<file path="src/rtl/aes_state_demux.sv">
// aes_state_demux: output-side steering for the AES-128 round datapath.
// Each accepted round result goes back to the feedback register for rounds
// 1..NROUNDS-1. The result of the final round goes to a ciphertext register
// that is held until the consumer completes the out_valid/out_ready handshake.
module aes_state_demux #(
    parameter int WIDTH   = 128,
    parameter int NROUNDS = 10
) (
    input  logic             clk,
    input  logic             rst,
    input  logic             start,
    input  logic             in_valid,
    input  logic [0:WIDTH-1] in_data,
    output logic             fb_valid,
    output logic [0:WIDTH-1] fb_data,
    output logic             out_valid,
    output logic [0:WIDTH-1] out_data,
    input  logic             out_ready,
    output logic             busy,
    output logic [3:0]       round,
    output logic             drop_err
);

    // The round counter is 4 bits wide, so a block can have at most 15 rounds.
    if (NROUNDS < 2 || NROUNDS > 15) begin : g_bad_nrounds
        $error("aes_state_demux: NROUNDS must be in 2..15");
    end

    typedef enum logic [1:0] {
        ST_IDLE  = 2'd0,
        ST_ROUND = 2'd1,
        ST_HOLD  = 2'd2
    } state_t;

    // This is the round count just before the final round. A result arriving
    // at this count is the ciphertext.
    localparam logic [3:0] LAST_FB_ROUND = 4'(NROUNDS - 1);
    localparam logic [3:0] FINAL_ROUND   = 4'(NROUNDS);

    state_t             state_q, state_d;
    logic [3:0]         round_q, round_d;
    logic               fb_valid_q, fb_valid_d;
    logic [0:WIDTH-1]   fb_data_q, fb_data_d;
    logic               out_valid_q, out_valid_d;
    logic [0:WIDTH-1]   out_data_q, out_data_d;
    logic               drop_err_q, drop_err_d;

    // Next-state, steering and pulse generation.
    always_comb begin
        state_d     = state_q;
        round_d     = round_q;
        fb_valid_d  = 1'b0;
        fb_data_d   = fb_data_q;
        out_valid_d = out_valid_q;
        out_data_d  = out_data_q;
        drop_err_d  = 1'b0;

        unique case (state_q)
            ST_IDLE: begin
                // No block is running, so any round result is discarded.
                if (in_valid) begin
                    drop_err_d = 1'b1;
                end
                if (start) begin
                    state_d = ST_ROUND;
                    round_d = 4'd0;
                end
            end

            ST_ROUND: begin
                // start is ignored here. A block is never restarted mid-flight.
                if (in_valid) begin
                    if (round_q < LAST_FB_ROUND) begin
                        fb_data_d  = in_data;
                        fb_valid_d = 1'b1;
                        round_d    = round_q + 4'd1;
                    end else begin
                        out_data_d  = in_data;
                        out_valid_d = 1'b1;
                        round_d     = FINAL_ROUND;
                        state_d     = ST_HOLD;
                    end
                end
            end

            ST_HOLD: begin
                // The ciphertext is being held, so any new round result is discarded.
                if (in_valid) begin
                    drop_err_d = 1'b1;
                end
                // When start arrives with the accepting edge, the next block
                // begins with no idle cycle between the two blocks.
                if (out_valid_q && out_ready) begin
                    out_valid_d = 1'b0;
                    round_d     = 4'd0;
                    state_d     = start ? ST_ROUND : ST_IDLE;
                end
            end

            default: begin
                state_d     = ST_IDLE;
                round_d     = 4'd0;
                out_valid_d = 1'b0;
            end
        endcase
    end

    // State, counter, and data registers. Reset aborts a block at once.
    always_ff @(posedge clk or posedge rst) begin
        if (rst) begin
            state_q     <= ST_IDLE;
            round_q     <= 4'd0;
            fb_valid_q  <= 1'b0;
            fb_data_q   <= '0;
            out_valid_q <= 1'b0;
            out_data_q  <= '0;
            drop_err_q  <= 1'b0;
        end else begin
            state_q     <= state_d;
            round_q     <= round_d;
            fb_valid_q  <= fb_valid_d;
            fb_data_q   <= fb_data_d;
            out_valid_q <= out_valid_d;
            out_data_q  <= out_data_d;
            drop_err_q  <= drop_err_d;
        end
    end

    assign fb_valid  = fb_valid_q;
    assign fb_data   = fb_data_q;
    assign out_valid = out_valid_q;
    assign out_data  = out_data_q;
    assign drop_err  = drop_err_q;
    assign round     = round_q;
    assign busy      = (state_q != ST_IDLE);

endmodule

</file>
<file path="config.mk">
export PLATFORM = sky130hd
export DESIGN_NAME = aes_state_demux
export DESIGN_NICKNAME = d
export VERILOG_FILES = /design/src/rtl/aes_state_demux.sv
export SDC_FILE = /design/constraint.sdc
export NUM_CORES = 1
export LEC_CHECK = 0
export ABC_AREA = 1
export ABC_CLOCK_PERIOD_IN_PS = 16800
export CORE_MARGIN = 5
export CORE_UTILIZATION = 35
export CTS_BUF_LIST = sky130_fd_sc_hd__clkbuf_8
export DETAILED_ROUTE_END_ITERATION = 10
export HOLD_SLACK_MARGIN = 0.03
export PLACE_DENSITY = 0.73
export SLEW_MARGIN = 20
export SYNTH_ARGS = -nofsm -noshare
export SYNTH_HDL_FRONTEND = slang
export SYNTH_SLANG_ARGS = --single-unit
</file>
<file path="constraint.sdc">
create_clock -name clk -period 16.8 [get_ports clk]
set_input_delay 4.2 -clock clk [delete_from_list [all_inputs] [get_ports clk]]
set_output_delay 4.2 -clock clk [all_outputs]
set_load 0.05 [all_outputs]
</file>
Word level (Yosys, flattened, before mapping) --
Cells that the tools add are included.
Operators by class: order comparisons 1, mux-type cells 20, $add $sub $neg 1, bitwise gates (word level) 2, eq/ne operators 6, reductions and logical operators 9
Operator list (number):
- two-way mux 4 bit | 4
- one-hot mux 4 bit (3 select lines) | 1
- two-way mux 1 bit | 9
- AND reduction 3 bit | 3
- two-way mux 2 bit | 4
- != test 2 bit, second input constant | 4
- AND reduction 4 bit | 2
- one-hot mux 2 bit (3 select lines) | 1
- adder 4 x 1 -> 4 bit, second input constant | 1
- < comparator 4 bit, second input constant | 1
- one-hot mux 1 bit (3 select lines) | 1
- equality test 2 x 1 -> 1 bit, second input constant | 1
- equality test 2 bit, second input constant | 1
- logical NOT 2 bit | 1
- NOT 1 bit | 2
- nonzero test 2 bit | 1
- OR reduction 2 bit | 1
- logical AND 1 bit | 1
Word-level totals: input port bits 133, flip-flop bits (word level) 265, output and inout bits 264

Logic depth before layout (Yosys ltp) --
Gate-level depths: netlist of the first run.
word-level depth 4, gate-level depth with buffers 10, mapped depth without buffers 8

Least setup slack after synthesis of the first run --
No wires, ideal clock.
kind input port to flip-flop, start input in_valid, end register fb_data_q, in the netlist fb_data[120], data arrival time 4.990 ns, cell stages on the path 7, path buffers 2, data required time 16.667 ns, setup time 0.133 ns, path slack 11.677 ns, cells stage by stage inv_1 > nor3_4 > nand2_2 > buf_4 > buf_4 > nand2_1 > o21ai_0
On the way: longest elaborated chain between the ends 1
RTL lines:
- start, declared | RTL line 12 | input logic in_valid,
- AND reduction 3 bit (no source line)
- end signal, assigned | RTL line 122 | fb_data_q <= fb_data_d;
- end, declared | RTL line 43 | logic [0:WIDTH-1] fb_data_q, fb_data_d;
No other way between the ends. A chain may end at the register's enable or synchronous reset.

==> summary by stage, run 1 <==
Route
The number of vias per cell after detailed routing is 4.47. The mean routed wirelength per cell is 15.5 um. The final route contains 8142 vias.

The first detailed-routing pass took 7 iterations. The post-detailed-route count of antenna-violating nets is 0. In the routed design, unresolved DRC markers number 0. The total length of routed wires is 28200 um. The detailed router's first-iteration violation count is 536.

STA
The total of endpoints with negative setup slack in the final report is 0. Measured against its own limit, the worst slew margin works out to 29.5%. Dividing the final minimum period by the clock period gives 38.6%. The max-slew violation count came to 0. In the final timing run, aggregate negative setup slack is 0 ps. The hold violation count in the final report is 0. The transition at the pin with the smallest max-transition slack is 1060 ps. Setup repair after global routing left no endpoint under its margin. The largest clock skew in the final design is 9.32 ps. The shortest period the worst path allows is 6490 ps. Timing would allow up to 154 MHz.

GRT
The via count of the first global-routing pass was 8465. Global routing consumed, over all layers together, 17.0% of the routing resources. The pin count of the biggest net entering global routing is 176. The global-route wire length before repair is 45600 um. The initial antenna violation count came to 0. The aggregate global routing overflow is 0.

Final layout
For this run, the post-layout net count is 1540. Summing all flip-flop and latch instances after layout gives 6630 um^2. The ratio of cells with drive above 1 in the final layout is 5.15%. The number of antenna diodes is 0.

From synthesis to final layout, the design area changed by 49.2%. The footprint of the multi-input gates is 2480 um^2. Counting the fill cells in the layout gives 2601.

Yosys
The netlist uses 19 different library cells. Summing the areas of all and, or, nand and nor instances in the mapped netlist gives 10.9% of the synthesized area. The area share of fa/ha/maj cells after synthesis is 0.248%. The synthesized-area fraction occupied by ao, oa, aoi and oai cells is 13.1%. Synthesis produced 1015 cells. The synthesized design contains 265 register bits. In this run the cell area of the synthesized design comes to 10100 um^2.

The share of cell area taken by muxes after synthesis is 0%. For this run, the number of Yosys warnings is 0. The xor and xnor fraction of the mapped netlist area is 0.0868%. The net count after synthesis is 1150. The sequential-to-total area share from yosys stat is 65.7%. The average instance in the mapped netlist occupies 9.94 um^2. By area, the combinational part of the netlist is dominated by compound AO/OA/AOI/OAI gates.

Clock tree
The number of clock sinks seen by CTS is 265. Hold repair after CTS inserted 0 buffers. After clock tree synthesis, the setup repair step added 0 buffers. CTS built an H-tree with a depth of 2.

Clock-pin slew was measured on the worst setup and hold paths at 60 ps. TritonCTS built the clock tree. CTS placed an instance of clkbuf_8 at the clock tree root.

The clock passes through at most 3 buffers. The total CTS buffers is 44. The clock reaches the later pin of the worst-skew pair after 530 ps.

The number of resized instances in the post-cts repair step is 0.

Floorplan
The cell row count is 62. The initial utilization of the core area, before any placement, comes to 35.3%. The die covers 32300 um^2. In this run the standard cell core region covers 28500 um^2. The die outline width is 180 um. The die boundary height is 180 um. 397 I/O pins were placed.

Power and ir drop
The total power per unit cell area is 236 nW/um^2. The worst voltage drop across the vdd grid is 0.130 mV. The post-layout total power is 3560 uW. The static leakage is 0.00710 uW.

Hold path
The path class of the tightest hold or removal check is reg2reg. The startpoint identified for the worst hold timing path is fb_data[2].

Placement
The final RePlAce weighted congestion is 0.809. The number of I/O port buffers is 396. The half-perimeter wire length after detailed placement is 19800 um.

Worst setup path
In this run the worst path has a maximum fanout of 125. The critical setup path kind is in2async. The worst register-to-register path begins at round[0].

The start point of the critical path is rst. The category of the worst setup path launch point is a primary input. The data required time at the worst endpoint is 17330 ps.

The worst setup path is captured at an async pin. Data arrives at the worst endpoint at 7010 ps.

Job
The number of max-cap violations is 0.

Run status
The run finished with clean final reports.
-- through the flow --
stage / utilization [%] / setup WS [ps] / cell area, um^2 / cells / hold slack [ps]
6_report: 52.7 / 10310 / 15100 / 1820 / 484
5_1_grt: 52.7 / 9850 / 15100 / 1820 / 499
4_1_cts: 52.7 / 10160 / 15100 / 1820 / 488
3_5_place_dp: 49.5 / 9580 / 14100 / 1743 / 473
3_3_place_gp: 49.5 / 9610 / 14100 / 1743 / 465
2_1_floorplan: - / 5300 / 10100 / 1015 / 486
-- cells in the mapped netlist --
cell,instances,area share [%]
o21ai_1,224,11
nand4_1,1,0.062
inv_2,1,0.037
nand2_2,2,0.12
nor2_1,5,0.19
xor2_1,1,0.087
nand3_1,5,0.25
a21oi_1,1,0.050
nor3_4,1,0.16
o21ai_0,39,1.9
buf_6,21,2.3
dfrtp_1,265,66
ha_1,2,0.25
nand2_1,271,10
clkbuf_1,5,0.19
nor3_1,1,0.050
inv_1,140,5.2
buf_2,3,0.15
buf_4,27,2.0
-- report_power, final --
part           switching, uW  total, uW  internal (uW)
logic                   1330       1920            590
clock network            248        582            334
registers                150       1060            905
-- layer usage --
layer  global-route usage, %  share of wire (%)
met5                       0                  0
met3                    6.45                9.2
met1                    20.1                 39
met4                    6.03                3.3
met2                    28.4                 49
-- area by class of cell --
| class | count | share of cell area [%] |
|---|---|---|
| Tap cell | 384 | 3.19 |
| Sequential cell | 265 | 44.1 |
| Clock inverter | 20 | 0.931 |
| Timing Repair Buffer | 400 | 26.5 |
| Clock buffer | 57 | 5.21 |
| Multi-Input combinational cell | 553 | 16.5 |
| Inverter | 141 | 3.57 |
-- state kept, by name, summed over array words and instances, names as in the netlist --
| register | cells |
|---|---|
| drop_err | 1 |
| fb_data | 128 |
| fb_valid | 1 |
| out_data | 128 |
| out_valid | 1 |
| round | 4 |
| state_q | 2 |
-- cell families after synthesis --
| family | Yosys count |
|---|---|
| and+or+nand+nor | 286 |
| DFF | 265 |
| AOI/OAI and AO/OA | 264 |
| buffers and inverters | 197 |
| adders and majority gates | 2 |
| xor gates and xnor gates | 1 |
-- path summary, 6_finish.rpt --
kind                           endpoint  cells past startpoint  slack (ps)
max in group clk           out_data[77]                      7       10400
hold / removal               fb_data[2]                      2         480
hold reg to reg              fb_data[2]                      2         480
setup / recovery            fb_data[42]                      4       10310
setup reg to reg           out_data[77]                      9       13690
min in group asynchronous   fb_data[14]                      2        4190
-- worst max-delay path: stages --
cell,delay [ps]
clkdlybuf4s50_1,490
inv_8,540
buf_4,790
buf_4,810
-- cells in the final DEF, fill, tap and decap left out --
cell	count
bufinv_16	2
dfrtp_1	265
nor2_1	5
clkinv_2	4
a21oi_1	1
nor3_4	1
clkinvlp_4	2
inv_8	1
nand2_1	271
o21ai_1	224
inv_2	1
ha_1	2
nand2_8	2
nand4_1	1
clkbuf_8	57
inv_1	151
clkdlybuf4s50_1	396
xor2_1	1
nand3_1	5
buf_4	4
o21ai_0	39
nor3_1	1
No activity file was read; power rests on OpenSTA's default activity.
==> inputs of run 2 (changes only) <==
- ABC_CLOCK_PERIOD_IN_PS: 16800 -> 6400
- clock period: 16.8 -> 6.4 ns (I/O delays scaled with it)
==> run 2 against run 1 <==
Power grew to 2.6 times the previous value. Sequential share of layout area shrank 0.15 points. Global-route usage is essentially flat. Clock power increased to 2.6 times the previous value. Hold slack lost 1.4 ps. Sequential power increased to 2.6 times the previous value. Flip-flop and latch count unchanged. Largest cell class unchanged. Largest power group unchanged.
==> summary by stage, run 2 (synthesized netlist as in run 1, its figures left out) <==
Run status
The run finished with clean final reports.

Placement
The number of I/O port buffers is 396 (unchanged). The half-perimeter wire length after detailed placement came to 19800 um (-0.35%). The placed cell count came to 1743 (unchanged). The final RePlAce weighted congestion is 0.840 (+3.8%).

Clock tree
The tree is rooted in a clkbuf_8. The clock latency at the later pin of the worst-skew pair was 540 ps (about the same). The number of resized instances in the post-cts repair step came to 0 (unchanged). The post-CTS setup buffer count came to 0 (unchanged). The CTS tree is done. The count of H-tree levels built during CTS is 2 (unchanged). The number of buffers on the longest clock path is 3 (unchanged). The number of buffers added to fix hold violations after cts is 0 (unchanged). The total CTS buffers is 45 (+2.3%). The number of clock sinks seen by CTS was 265 (unchanged). The clock-pin transition on the worst setup and hold timing paths is 60 ps (about the same).

STA
The shortest period the worst path allows is 3550 ps. The transition at the pin with the smallest max-transition slack is 1010 ps (-46.6 ps). The setup TNS after final layout came to 0 ps (unchanged). The largest clock skew in the final design is 16.1 ps (+6.80 ps). The final period utilization is 55.5%.

The fmax is 282 MHz. The total of endpoints with negative setup slack in the final report is 0 (unchanged). Setup repair after global routing left no endpoint under its margin. The hold violation count in the final report is 0 (unchanged). The headroom to the max-slew limit is 32.6% (+3.1 points). The max-slew violation count is 0 (unchanged).

Worst setup path
The critical path's slowest cell is clkdlybuf4s50_1. The arrival time of the worst setup path was 1950 ps (-5060 ps). The critical path capture point type is a primary output. The end of the worst register-to-register path is out_data[79]. The critical path ends at busy. The data required time at the worst endpoint is 4800 ps (-12530 ps).

The maximum net fanout on the critical path is 6 (-95%). The worst register-to-register path begins at round[0]. The worst setup path is of the reg2out kind. The internal reg-to-reg setup slack came to 3790 ps (-9900 ps).

The worst stage delay on the critical path was 790 ps (-20 ps). The logic depth of the worst register-to-register path was 9 (unchanged). The critical path goes through nor2_1, inv_1, clkdlybuf4s50_1. The critical path starts at state_q[1].

The category of the worst setup path launch point is a flop.

Route
The number of vias per cell after detailed routing is 4.50 (+0.65%). The post-detailed-route count of antenna-violating nets is 0 (unchanged). The number of detailed-route iterations in the first pass was 7 (unchanged).

The total length of routed wires was 28400 um (+0.56%). The mean routed wirelength per cell is 15.6 um (+0.34%). The detailed router's first-iteration violation count is 437 (-18%). The detailed-route DRC error count came to 0 (unchanged). The via total after detailed routing is 8213 (+0.87%).

Power and ir drop
The total power per unit cell area came to 618 nW/um^2 (+160%). The static leakage is 0.00713 uW (+0.40%). The worst voltage drop across the vdd grid is 0.336 mV (+160%).

Floorplan
The cell row count is 62 (unchanged). The die outline width is 180 um (unchanged). The die boundary height is 180 um (unchanged). The area of the die is 32300 um^2 (unchanged). The initial standard-cell utilization of the core came to 35.3% (unchanged).

The top-level I/O count came to 397 (unchanged). The core box area came to 28500 um^2 (unchanged).

GRT
The aggregate global routing overflow is 0 (unchanged). The pin count of the biggest net entering global routing was 161 (-8.5%). The via count of the first global-routing pass is 8502 (+0.44%). The initial antenna violation count was 1 (+1). The overall fraction of global-route tracks in use is 17.0% (-0.024 points). The global-route wire length before repair came to 45600 um (about the same).

Job
The number of max-cap violations is 0 (unchanged).

Final layout
Leaving out fill and tap cells, the most frequent cell in the layout is clkdlybuf4s50_1. The layout-stage area growth over the synthesis result is 49.7%. The library cells used most frequently in the layout, excluding fill and tap cells, are clkdlybuf4s50_1, nand2_1, dfrtp_1, o21ai_1, inv_1. The total of fill cells in the finished design is 2578 (-0.88%). The filler-free cell count of the finished design came to 1824 (+0.22%). The number of nets in the finished design is 1541 (+0.065%).

The ratio of cells with drive above 1 in the final layout was 5.07% (-0.080 points).

Hold path
The path class of the tightest hold or removal check is reg2reg. The number of cells traversed by the worst hold path came to 2 (unchanged).
run 2: cell types whose count changed in the layout (fill, tap and decap cells not counted):
cell | previous run | this run
inv_8 | 1 | 0
clkinvlp_4 | 2 | 3
inv_1 | 151 | 155
buf_12 | 0 | 4
diode_2 | 0 | 1
bufinv_16 | 2 | 1
buf_4 | 4 | 0
clkbuf_8 | 57 | 59
clkinv_2 | 4 | 2
run 2: final cells by class:
type / count / area [um^2] / area share [%]
Sequential cell: 265 / 6630 / 43.9
Timing Repair Buffer: 400 / 4040 / 26.8
Multi-Input combinational cell: 553 / 2480 / 16.4
Clock buffer: 59 / 812 / 5.38
Inverter: 141 / 533 / 3.53
Tap cell: 384 / 480 / 3.18
Clock inverter: 21 / 115 / 0.762
Antenna cell: 1 / 2.50 / 0.0166
run 2: per-stage QoR:
step / utilization (%) / cell area [um^2] / hold slack (ps) / power, uW / worst slack, ps
2_1_floorplan: - / 10100 / 486 / 6060 / 1300
3_3_place_gp: 49.6 / 14200 / 464 / 7780 / 2440
3_5_place_dp: 49.6 / 14200 / 472 / 7860 / 2380
4_1_cts: 52.9 / 15100 / 487 / 9430 / 2810
5_1_grt: 52.9 / 15100 / 499 / 9810 / 2750
6_report: 52.9 / 15100 / 483 / 9340 / 2850
run 2: critical path: cells and delay by family (launching register included):
kind | cells | cell delay (ps)
DFF | 1 | 470
buffers and inverters | 2 | 850
and+or+nand+nor | 1 | 100
run 2: worst min path at each step:
stage                 startpoint            to  slack [ps]
global placement    out_data[49]  out_data[49]         460
CTS                 out_data[43]  out_data[43]         490
global route         fb_data[17]   fb_data[17]         500
floorplan             state_q[0]      drop_err         490
detailed placement    fb_data[5]    fb_data[5]         470
finish              out_data[43]  out_data[43]         480
run 2: metal layers:
| layer | part of all wire [%] | track usage (%) | wire length (um) |
|---|---|---|---|
| met4 | 3.6 | 6.37 | 1020 |
| met5 | 0 | 0 | 0 |
| met1 | 39 | 19.8 | 11100 |
| met2 | 48 | 28.6 | 13700 |
| met3 | 9.1 | 6.35 | 2590 |
run 2: report_power, final:
group          switching, uW  internal [uW]
clock                    662            861
combinational           3500           1550
sequential               390           2380
==> inputs of run 3 (changes only) <==
- ABC_CLOCK_PERIOD_IN_PS: 6400 -> 2800
- PLACE_DENSITY: 0.73 -> 0.75
- clock period: 6.4 -> 2.8 ns (I/O delays scaled with it)
==> run 3 against run 2 <==
Sequential power rose by 130%. Die area is the same. Largest cell class unchanged. Highest routed layer unchanged. Hold slack barely moved. Register-to-register slack worse by 3100 ps. Sequential share of layout area down 0.21 points. Clock power up 110%. Critical path type unchanged.
==> summary by stage, run 3 (synthesized netlist as in run 1, its figures left out) <==
Route
The number of detailed-route iterations in the first pass is 5 (-2). The total length of routed wires is 28400 um (about the same). The via total after detailed routing came to 8157 (-0.68%).

The post-detailed-route count of antenna-violating nets is 0 (unchanged). The number of vias per cell after detailed routing is 4.44 (-1.3%). The mean routed wirelength per cell is 15.4 um (-0.66%). The detailed router's first-iteration violation count is 445 (+1.8%).

The detailed-route DRC error count came to 0 (unchanged).

Final layout
The top cell types in the final layout, fill and taps aside, are clkdlybuf4s50_1, nand2_1, dfrtp_1, o21ai_1, inv_1. The library cell used most frequently in the layout, excluding fill and tap cells, is clkdlybuf4s50_1. The post-route cell area is 15200 um^2 (+0.48%). The layout-stage area growth over the synthesis result is 50.4%. The total of fill cells in the finished design was 2582 (+0.16%).

The number of antenna diodes is 0 (-1). The number of nets in the finished design came to 1560 (+1.2%). The ratio of cells with drive above 1 in the final layout is 5.99% (+0.92 points).

Clock tree
The post-CTS setup buffer count is 0 (unchanged). The clock-pin transition on the worst setup and hold timing paths is 60 ps (about the same). The number of buffers on the longest clock path is 3 (unchanged). The number of resized instances in the post-cts repair step is 0 (unchanged). The count of H-tree levels built during CTS is 2 (unchanged). The tree is rooted in a clkbuf_8. The CTS tree is done. The total CTS buffers came to 44 (-2.2%). The clock latency at the later pin of the worst-skew pair is 520 ps (-20 ps). The number of buffers added to fix hold violations after cts is 0 (unchanged). The number of clock sinks seen by CTS is 265 (unchanged).

Worst setup path
The most critical setup path has its startpoint at state_q[1]. The category of the worst setup path launch point is a flop. The critical path goes through nor2_1, inv_1, clkdlybuf4s50_1. The critical path's slowest cell is clkdlybuf4s50_1. The maximum net fanout on the critical path is 6 (unchanged). The data required time at the worst endpoint is 2100 ps (-2700 ps).

The worst stage delay on the critical path came to 790 ps (about the same). The arrival time of the worst setup path is 1920 ps (-30 ps). The critical setup path kind is reg2out. The worst setup path is captured at a primary output. The startpoint identified for the worst register-to-register timing path is round[0].

STA
Timing would allow up to 381 MHz. The hold violation count in the final report came to 0 (unchanged). The total of endpoints with negative setup slack in the final report was 0 (unchanged). Setup repair after global routing left no endpoint under its margin. After layout, the minimum clock period comes to 2620 ps. The max-slew violation count is 0 (unchanged). The headroom to the max-slew limit is 55.7% (+23 points).

The setup slack of the critical path after layout is 176 ps (-2670 ps). The transition at the pin with the smallest max-transition slack was 663 ps (-349 ps). The largest clock skew in the final design came to 6.85 ps (-9.27 ps). The final period utilization is 93.7%.

Power and ir drop
The power spent charging and discharging nets was 10300 uW (+130%). The static leakage was 0.00719 uW (+0.81%). The share of total power in combinational logic is 55.1% (+1.0 points). The sequential fraction of design power is 30.1% (+0.5 points). The switching power as a share of total power came to 49.2% (+0.47 points).

The part of the total power dissipated in the clock network came to 14.8% (-1.5 points). The internal power consumption is 10700 uW (+120%). The total power per unit cell area came to 1390 nW/um^2 (+120%). The worst voltage drop across the vdd grid came to 0.921 mV (+170%).

GRT
The global-route wire length before repair was 45800 um (+0.33%). The initial antenna violation count is 0 (-1). The pin count of the biggest net entering global routing came to 132 (-18%).

The overall fraction of global-route tracks in use is 17.1% (+0.12 points). The via count of the first global-routing pass is 8498 (-0.047%). The aggregate global routing overflow is 0 (unchanged).

Floorplan
The die outline width came to 180 um (unchanged). The core box area is 28500 um^2 (unchanged). The initial standard-cell utilization of the core is 35.3% (unchanged).

The top-level I/O count is 397 (unchanged). The die boundary height was 180 um (unchanged). The cell row count is 62 (unchanged). The area of the die is 32300 um^2 (unchanged).

Placement
The worst slack after detailed placement was 306 ps (-2080 ps). The standard cell area after detailed placement was 14400 um^2 (+1.4%). The half-perimeter wire length after detailed placement is 20600 um (+4.0%).

The number of I/O port buffers was 396 (unchanged). The final RePlAce weighted congestion is 0.826 (-1.6%).

Hold path
The hold path startpoint is out_data[89]. The type of the tightest min-delay check is reg2reg.

Run status
The run finished with clean final reports.

Job
The number of max-cap violations is 0 (unchanged).
==> run 3: cell types whose count changed in the layout (fill, tap and decap cells not counted) <==
cell / delta
buf_4: +16
clkbuf_8: -7
buf_12: +4
clkinv_2: +4
clkinvlp_4: -2
bufinv_16: -1
diode_2: -1
inv_1: -1
==> run 3: path summary, 6_finish.rpt <==
path | endpoint | slack [ps] | cells after the start
worst max-delay path | busy | 180 | 3
worst max register to register | out_data[84] | 730 | 9
worst min register to register | out_data[89] | 480 | 2
worst min-delay path | out_data[89] | 480 | 2
min in group asynchronous | out_data[107] | 660 | 2
max in group asynchronous | out_data[48] | 1480 | 3
==> run 3: metrics by stage <==
stage	TNS (ps)	hold slack [ps]	cells	power, uW	utilization [%]
2_1_floorplan	-370340	486	1015	13800	-
5_1_grt	0	500	1836	22100	53.2
6_report	0	483	1836	21000	53.2
3_5_place_dp	0	472	1763	18000	50.3
4_1_cts	0	487	1836	21300	53.2
3_3_place_gp	0	464	1763	17800	50.3
==> run 3: cell type report <==
cell class | count | area (um^2) | area share [%]
flip-flops and latches | 265 | 6630 | 43.7
repair buffers | 420 | 4240 | 28.0
multi-input cells | 553 | 2480 | 16.4
clock buffers | 52 | 716 | 4.72
inverters | 141 | 533 | 3.51
well taps | 384 | 480 | 3.17
clock inverters | 21 | 86.3 | 0.569
==> run 3: layer usage <==
layer | vias to the layer above | GRT usage (%) | part of all wire, %
met5 | - | 0 | 0
met4 | 0 | 5.52 | 2.8
met3 | 52 | 7.05 | 10
met2 | 323 | 28.4 | 48
met1 | 3766 | 20.2 | 39
li1 | 4016 | - | -
==> run 3: critical path, delay by kind of cell, from the launching register on <==
kind | cells | cell delay [ps]
simple gates | 1 | 90
buf+inv | 2 | 850
flops | 1 | 460
==> run 3: power by group through the flow <==
stage	combinational [uW]	clock (uW)	sequential [uW]
after detailed placement	11700	0	6370
after CTS	11700	3240	6350
after floorplan	1930	0	11900
after global placement	11500	0	6330
final	11600	3120	6330
after global routing	12100	3440	6550
